<file path="config.mk">
export PLATFORM = sky130hd
export DESIGN_NAME = gshare_bp_ckpt
export DESIGN_NICKNAME = d
export VERILOG_FILES = /design/src/rtl/gshare_bp_ckpt.sv
export SDC_FILE = /design/constraint.sdc
export NUM_CORES = 2
export LEC_CHECK = 0
export CAP_MARGIN = 15
export CORE_ASPECT_RATIO = 0.75
export CORE_MARGIN = 2
export CORE_UTILIZATION = 57
export DETAILED_ROUTE_END_ITERATION = 8
export HOLD_SLACK_MARGIN = 0.12
export PLACE_DENSITY = 0.87
export SKIP_CTS_REPAIR_TIMING = 1
export SLEW_MARGIN = 10
export SYNTH_ARGS = -nofsm -noshare
export SYNTH_HDL_FRONTEND = slang
export SYNTH_SLANG_ARGS = --single-unit
export TNS_END_PERCENT = 10
</file>
<file path="constraint.sdc">
create_clock -name clk_i -period 78.2 [get_ports clk_i]
set_clock_uncertainty 0.2 [all_clocks]
set_input_delay 7.82 -clock clk_i [delete_from_list [all_inputs] [get_ports clk_i]]
set_output_delay 7.82 -clock clk_i [all_outputs]
set_load 0.01 [all_outputs]
</file>
<file path="src/rtl/gshare_bp_ckpt.sv">
// gshare conditional-branch predictor with a speculative, checkpointed global history.
// The counter table is re-initialised by a row sweep after reset and after every flush.
module gshare_bp_ckpt #(
  parameter int NR_ENTRIES      = 1024,
  parameter int INSTR_PER_FETCH = 2,
  parameter int HIST_BITS       = 12,
  parameter int CTR_BITS        = 2,
  parameter int VLEN            = 39,
  parameter int RVC             = 1,
  parameter int IDX_BITS        = $clog2(NR_ENTRIES / INSTR_PER_FETCH)
) (
  input  logic                       clk_i,
  input  logic                       rst_ni,
  input  logic                       flush_bp_i,
  input  logic                       debug_mode_i,
  input  logic [VLEN-1:0]            vpc_i,
  input  logic                       spec_valid_i,
  input  logic                       spec_taken_i,
  output logic [INSTR_PER_FETCH-1:0] pred_valid_o,
  output logic [INSTR_PER_FETCH-1:0] pred_taken_o,
  output logic [IDX_BITS-1:0]        pred_index_o,
  output logic [HIST_BITS-1:0]       pred_ghr_o,
  input  logic                       upd_valid_i,
  input  logic [VLEN-1:0]            upd_pc_i,
  input  logic [IDX_BITS-1:0]        upd_index_i,
  input  logic [HIST_BITS-1:0]       upd_ghr_i,
  input  logic                       upd_taken_i,
  input  logic                       upd_mispredict_i,
  output logic                       init_busy_o
);

  localparam int NR_ROWS  = NR_ENTRIES / INSTR_PER_FETCH;
  localparam int IPF_BITS = $clog2(INSTR_PER_FETCH);
  localparam int SLOT_W   = (IPF_BITS > 0) ? IPF_BITS : 1;
  localparam int OFFSET   = (RVC != 0) ? 1 : 2;
  localparam logic [CTR_BITS-1:0] CTR_MAX  = {CTR_BITS{1'b1}};
  localparam logic [CTR_BITS-1:0] CTR_WEAK = CTR_BITS'(1 << (CTR_BITS - 1));
  localparam logic [IDX_BITS-1:0] LAST_ROW = IDX_BITS'(NR_ROWS - 1);

  typedef enum logic {IDLE, SWEEP} state_t;

  state_t                state_q;
  logic [IDX_BITS-1:0]   sweep_ptr_q;
  logic [HIST_BITS-1:0]  ghr_q, ghr_nxt;
  logic [IDX_BITS-1:0]   fold, rd_idx;
  logic [SLOT_W-1:0]     upd_slot;
  logic [CTR_BITS:0]     upd_cur;
  logic [CTR_BITS-1:0]   ctr_nxt;
  logic                  upd_en;

  // Each entry is {valid, ctr}; storage is deliberately left without reset.
  logic [CTR_BITS:0] table_q [NR_ROWS][INSTR_PER_FETCH];

  function automatic logic [HIST_BITS-1:0] shift_in(input logic [HIST_BITS-1:0] h, input logic b);
    logic [HIST_BITS:0] t;
    t = {h, b};
    return t[HIST_BITS-1:0];
  endfunction

  // History bit i lands in index bit i mod IDX_BITS: chunked XOR with zero padding.
  always_comb begin
    fold = '0;
    for (int i = 0; i < HIST_BITS; i++) fold[i % IDX_BITS] ^= ghr_q[i];
  end

  assign rd_idx = vpc_i[IDX_BITS+IPF_BITS+OFFSET-1 -: IDX_BITS] ^ fold;

  always_comb begin
    pred_valid_o = '0;
    pred_taken_o = '0;
    pred_index_o = '0;
    if (state_q == IDLE) begin
      pred_index_o = rd_idx;
      for (int s = 0; s < INSTR_PER_FETCH; s++) begin
        pred_valid_o[s] = table_q[rd_idx][s][CTR_BITS];
        pred_taken_o[s] = table_q[rd_idx][s][CTR_BITS-1];
      end
    end
  end

  assign pred_ghr_o  = ghr_q;
  assign init_busy_o = (state_q == SWEEP);

  generate
    if (RVC != 0 && INSTR_PER_FETCH > 1) begin : g_slot
      assign upd_slot = upd_pc_i[OFFSET+IPF_BITS-1:OFFSET];
    end else begin : g_slot0
      assign upd_slot = '0;
    end
  endgenerate

  assign upd_en  = (state_q == IDLE) && upd_valid_i && !debug_mode_i && !flush_bp_i;
  assign upd_cur = table_q[upd_index_i][upd_slot];

  always_comb begin
    ctr_nxt = upd_cur[CTR_BITS-1:0];
    if (upd_taken_i) begin
      if (upd_cur[CTR_BITS-1:0] != CTR_MAX) ctr_nxt = upd_cur[CTR_BITS-1:0] + 1'b1;
    end else begin
      if (upd_cur[CTR_BITS-1:0] != '0) ctr_nxt = upd_cur[CTR_BITS-1:0] - 1'b1;
    end
  end

  // A mispredict restores the checkpoint and discards any same-cycle speculative shift.
  always_comb begin
    ghr_nxt = ghr_q;
    if (state_q == IDLE && !debug_mode_i) begin
      if (upd_valid_i && upd_mispredict_i) ghr_nxt = shift_in(upd_ghr_i, upd_taken_i);
      else if (spec_valid_i)               ghr_nxt = shift_in(ghr_q, spec_taken_i);
    end
  end

  always_ff @(posedge clk_i) begin
    if (state_q == SWEEP) begin
      for (int s = 0; s < INSTR_PER_FETCH; s++) table_q[sweep_ptr_q][s] <= {1'b0, CTR_WEAK};
    end else if (upd_en) begin
      table_q[upd_index_i][upd_slot] <= {1'b1, ctr_nxt};
    end
  end

  always_ff @(posedge clk_i) begin
    if (!rst_ni || flush_bp_i) begin
      state_q     <= SWEEP;
      sweep_ptr_q <= '0;
      ghr_q       <= '0;
    end else begin
      ghr_q <= ghr_nxt;
      if (state_q == SWEEP) begin
        sweep_ptr_q <= sweep_ptr_q + 1'b1;
        if (sweep_ptr_q == LAST_ROW) state_q <= IDLE;
      end
    end
  end

endmodule
</file>
Word level (Yosys, flattened, before mapping)
Memories as Yosys holds them, arrays and structs flattened.
Cells that the tools add are included.

operators by class
  add/sub/neg operators = 3
  $lt $le $gt $ge = 2
  equal/unequal tests = 2
  mux-type cells = 23
  bitwise operators = 6
  reductions and logical operators = 14

operators by type and width
  operator                                            count
  two-way mux 12 bit                                  2
  two-way mux 6 bit                                   3
  two-way mux 9 bit                                   2
  two-way mux 2 bit                                   8
  adder 9 x 1 -> 9 bit, second input constant         1
  == test 9 bit, second input constant                1
  bitwise XOR 9 bit                                   1
  logical AND 1 bit                                   6
  two-way mux 1 bit                                   6
  OR reduction 6 bit                                  1
  nonzero test 2 bit                                  2
  demux 3 bit (select 1 bit)                          1
  zero test 1 bit                                     3
  two-way mux 3 bit                                   1
  bitwise XOR 1 bit                                   3
  adder 2 x 1 -> 2 bit, second input constant         1
  >= comparator 2 bit, second input constant          1
  < comparator 2 x 1 -> 1 bit, second input constant  1
  != test 2 bit, second input constant                1
  inverter 1 -> 2 bit                                 1
  AND reduction 2 bit                                 1
  subtractor 2 x 1 -> 2 bit, second input constant    1
  logical OR 1 bit                                    1
  inverter 1 bit                                      1

storage, ports and cells
  register bits after elaboration = 22
  memory bits (writable) = 3072
  input port bits = 108
  logic and storage cells = 54
  memories = 1

memory list
  memory   words  bits a word  rd ports  clocked after Yosys merged registers in  wr ports  RTL line  source
  table_q  512    6            2         0                                        1         52        logic [CTR_BITS:0] table_q [NR_ROWS][INSTR_PER_FETCH];

Depth between registers and ports, before layout
  depth after elaboration = 9
  mapped depth = 16

Least setup slack after synthesis
No wires, ideal clock.

  path type = input port to flip-flop
  start point = input debug_mode_i
  end point = memory table_q[0][1] (netlist name) (data pin)
  library setup time = 4242 ps
  data arrival time = 69187 ps
  data required time = 73758 ps
  slack = 4571 ps
  cell stages on the path = 6
  path buffers = 3
  path through = or4b_2 -> clkbuf_1 -> inv_1 -> buf_2 -> buf_2 -> o21ai_1

on the way
  longest elaborated chain between the ends = 8

ends and longest elaborated chain
  what                                     RTL line  source
  from (decl)                              15        input logic debug_mode_i,
  zero test 1 bit                          92        assign upd_en = (state_q == IDLE) && upd_valid_i && !debug_mode_i && !flush_bp_i;
  logical AND 1 bit (2 in a row)           92
  two-way mux 1 bit                        116       end else if (upd_en) begin
  two-way mux 1 bit                        114       if (state_q == SWEEP) begin
  two-way mux 6 bit (not written as such)  117       table_q[upd_index_i][upd_slot] <= {1'b1, ctr_nxt};
  OR reduction 6 bit (no source line)      -
  two-way mux 6 bit (no source line)       -
  to (decl)                                52

No other way between the ends.

Worst setup path in the final report
  start point = input vpc_i[2]
  end point = output pred_taken_o[1]

on the way
  longest elaborated chain between the ends = 3

ends and longest elaborated chain
  what                  RTL line  source
  from (decl)           16        input logic [VLEN-1:0] vpc_i,
  bitwise XOR 9 bit     66        assign rd_idx = vpc_i[IDX_BITS+IPF_BITS+OFFSET-1 -: IDX_BITS] ^ fold;
  memory (512 x 6 bit)  -
  two-way mux 2 bit     72        if (state_q == IDLE) begin
  to (decl)             20        output logic [INSTR_PER_FETCH-1:0] pred_taken_o,

No other way between the ends.

==> impl_metrics.ini <==
[synthesis]
synth_edf_count = 3072
ys_async_sr_fraction_pct = 0
yosys-mux-area-fraction_pct = 18.1
netlist_area_um2 = 132000
synthSimpleGateAreaFrac_pct = 4.76
ys_types = 75
ys_seq_area_share_pct = 70.4
syn_inst = 7238
synth_seq_cells = 3094
synthAdderAreaFrac_pct = 0.0190
ys_warn_count = 0
avgSynthCellArea_um2 = 18.2
yosys_most_used_dff = edfxtp_1
synth_xor_xnor_area_share_pct = 0.157
synth_compound_area_share_pct = 4.15
syn-num-nets = 7348
synth_top_family_by_area = multiplexers

[finish]
area_delta_synth_final_pct = 8.97
layout_common_cells = edfxtp_1, nor2_1, mux4_2, a22oi_1, clkbuf_16
finalInstanceArea_um2 = 143000
final_common_cell = edfxtp_1
multi_input_area_um2 = 36000
nNetsFinal = 7272
fillers = 14200
regArea_um2 = 92700
drive_above_1_share_pct = 21.9

[setup_path]
path_class = input port to primary output
setup.worst_path.end = pred_taken_o[1]
crit_arrival_ns = 16.41
path_delay_family = buffers and inverters
rr_endpoint = table_q[339][1]
startpoint = vpc_i[2]
cp_num_buf_inv = 6
r2r_slack_ns = 71.26
path_cells = clkdlybuf4s50_1 > xor2_1 > xnor2_4 > buf_4 > buf_12 > buf_4 > buf_4 > mux4_2 > a22oi_1 > nand2_1 > a22o_1 > nor3_1 > o22ai_1 > a221oi_1 > o22ai_1 > clkdlybuf4s50_1
cp.required_ns = 70.18
crit_path_end_kind = primary output
cp_common_cell = buf_4
crit_fanout = 115
cp-start-kind = input port
worst-path-stages = 16
reg2regPathDepth = 13
rr_startpoint = table_q[295][0]
cpPeakStageDelay_ns = 1.08
crit_path_top_delay_cell = a221oi_1

[sta]
rsz0062_at_grt = no
max_freq_mhz = 40.9
finalSetupViolCount = 0
hold_viol_final = 0
worst_slew_pin_slew_ns = 1.44
tns_ns = 0
final_max_slew_viol_count = 0
fin_crit_sh_pct = 31.2
fin_crit_ns = 24.43
hold_ws_ns = 0.337
slew_headroom_pct = 3.95
worst_slack_ns = 53.77

[pwr]
power_density_nw_per_um2 = 23.1
ir_drop_v = 0.0000413
power_mw = 3.32
power.static_leakage_nw = 46.0

[floorplanning]
die_w_um = 559
start_util_pct = 57.5
design.die.area_um2 = 235000
die_height_um = 420
core_um2 = 229000
io_pins = 134
rows = 152

[routing]
num_vias = 81200
drcViolationCount = 0
wl_per_cell_um = 38.7
ant_nets = 0
drt_wl_total_um = 405000
first_pass_iters = 9
drt_iter0_markers = 16800
vias_per_cell = 7.76

[flow_run]
cap_violations = 0

[placed_design]
gp_congestion = 0.905
placed_area_um2 = 135000
dp_hpwl_um = 214000
port_buffers = 64
dp_worst_setup_slack_ns = 54.71

[clock_tree]
cts_sinks = 3094
cts_tree = done
cts_buffers = 273
cts_buffer_depth = 4
clkTransAtPathRegs_ns = 0.06
root_buffer = clkbuf_16
clkLatencyLatePin_ns = 0.89
cts-htree-levels = 5

[status]
outcome = complete, no violations

[global_route]
antenna_found_initial = 24
grt_pass1_vias = 80400
grt_overflow = 0
grt_usage_pct = 34.2
grt_max_degree = 289
grt_pass1_wl_um = 576000

[hold_path]
holdCritPathClass = register to register
Yosys cell counts (all sizes together), types with 27 or more instances:
cell type     n  area (um2)
o21ai        50         250
mux2         27         304
nand3        38         190
nor3         33         165
clkbuf      329        1230
o221ai       54         473
a21oi       131         656
mux2i       188        1880
buf         254        1920
mux4        960       21600
a22oi       308        2310
o22ai        77         482
edfxtp     3072       92200
nand2       258         968
nor2       1147        4310
layout make-up:
type / count / share of cell area [%]
antenna: 20 / 0.0349
clock buffer: 343 / 5.06
clock inverter: 137 / 0.993
inverter: 12 / 0.0401
multi-input combinational: 3549 / 25.1
sequential: 3094 / 64.6
tap: 3080 / 2.69
timing repair buffer: 232 / 1.47
registers in the layout, indices dropped and copies added, names as in the netlist:
signal / cells
table_q: 3072
pred_ghr_o: 12
sweep_ptr_q: 9
init_busy_o: 1
power breakdown:
| part | switching, mW | leakage [nW] | internal (mW) |
|---|---|---|---|
| sequential | 0.000221 | 30.4 | 1.79 |
| clock | 0.628 | 4.24 | 0.750 |
| combinational | 0.101 | 11.4 | 0.0475 |
cells by family (layout without fill, tap and decap cells):
| family | count (synthesis) | after routing |
|---|---|---|
| DFF | 3094 | 3094 |
| and+or+nand+nor | 1575 | 1575 |
| muxes | 1175 | 1175 |
| AOI/OAI and AO/OA | 776 | 776 |
| buffers and inverters | 595 | 724 |
| xor gates and xnor gates | 21 | 21 |
| adders and majority gates | 2 | 2 |
| other | 0 | 20 |
worst min-delay path by stage:
stage | cells after the start | slack, ns | from | to
2_1_floorplan | 2 | 0.28 | sweep_ptr_q[6] | sweep_ptr_q[6]
3_3_place_gp | 2 | 0.29 | sweep_ptr_q[6] | sweep_ptr_q[6]
3_5_place_dp | 2 | 0.33 | pred_ghr_o[2] | pred_ghr_o[3]
4_1_cts | 2 | 0.34 | pred_ghr_o[2] | pred_ghr_o[3]
5_1_grt | 2 | 0.37 | pred_ghr_o[2] | pred_ghr_o[3]
6_report | 2 | 0.34 | pred_ghr_o[2] | pred_ghr_o[3]
worst min-delay path: cells and delay by family (launching register included):
family	cells	cell delay [ns]
AO/OA/AOI/OAI	1	0.08
flip-flops	1	0.34
AND/OR/NAND/NOR	1	0.07
routing by layer:
| layer | vias up | track usage, % | wire length (um) |
|---|---|---|---|
| li1 | 29200 | - | - |
| met3 | 2265 | 15.2 | 77400 |
| met4 | 26 | 20.2 | 30600 |
| met5 | - | 0.123 | 337 |
| met1 | 39700 | 42.6 | 121000 |
| met2 | 9946 | 49.8 | 176000 |
stage by stage:
step	std cells	util, %
floorplan	7238	-
global placement	9966	58.8
detailed placement	9966	58.8
CTS	10400	62.6
global route	10500	62.6
finish	10500	62.6
Power figures use the tool's default switching activity.
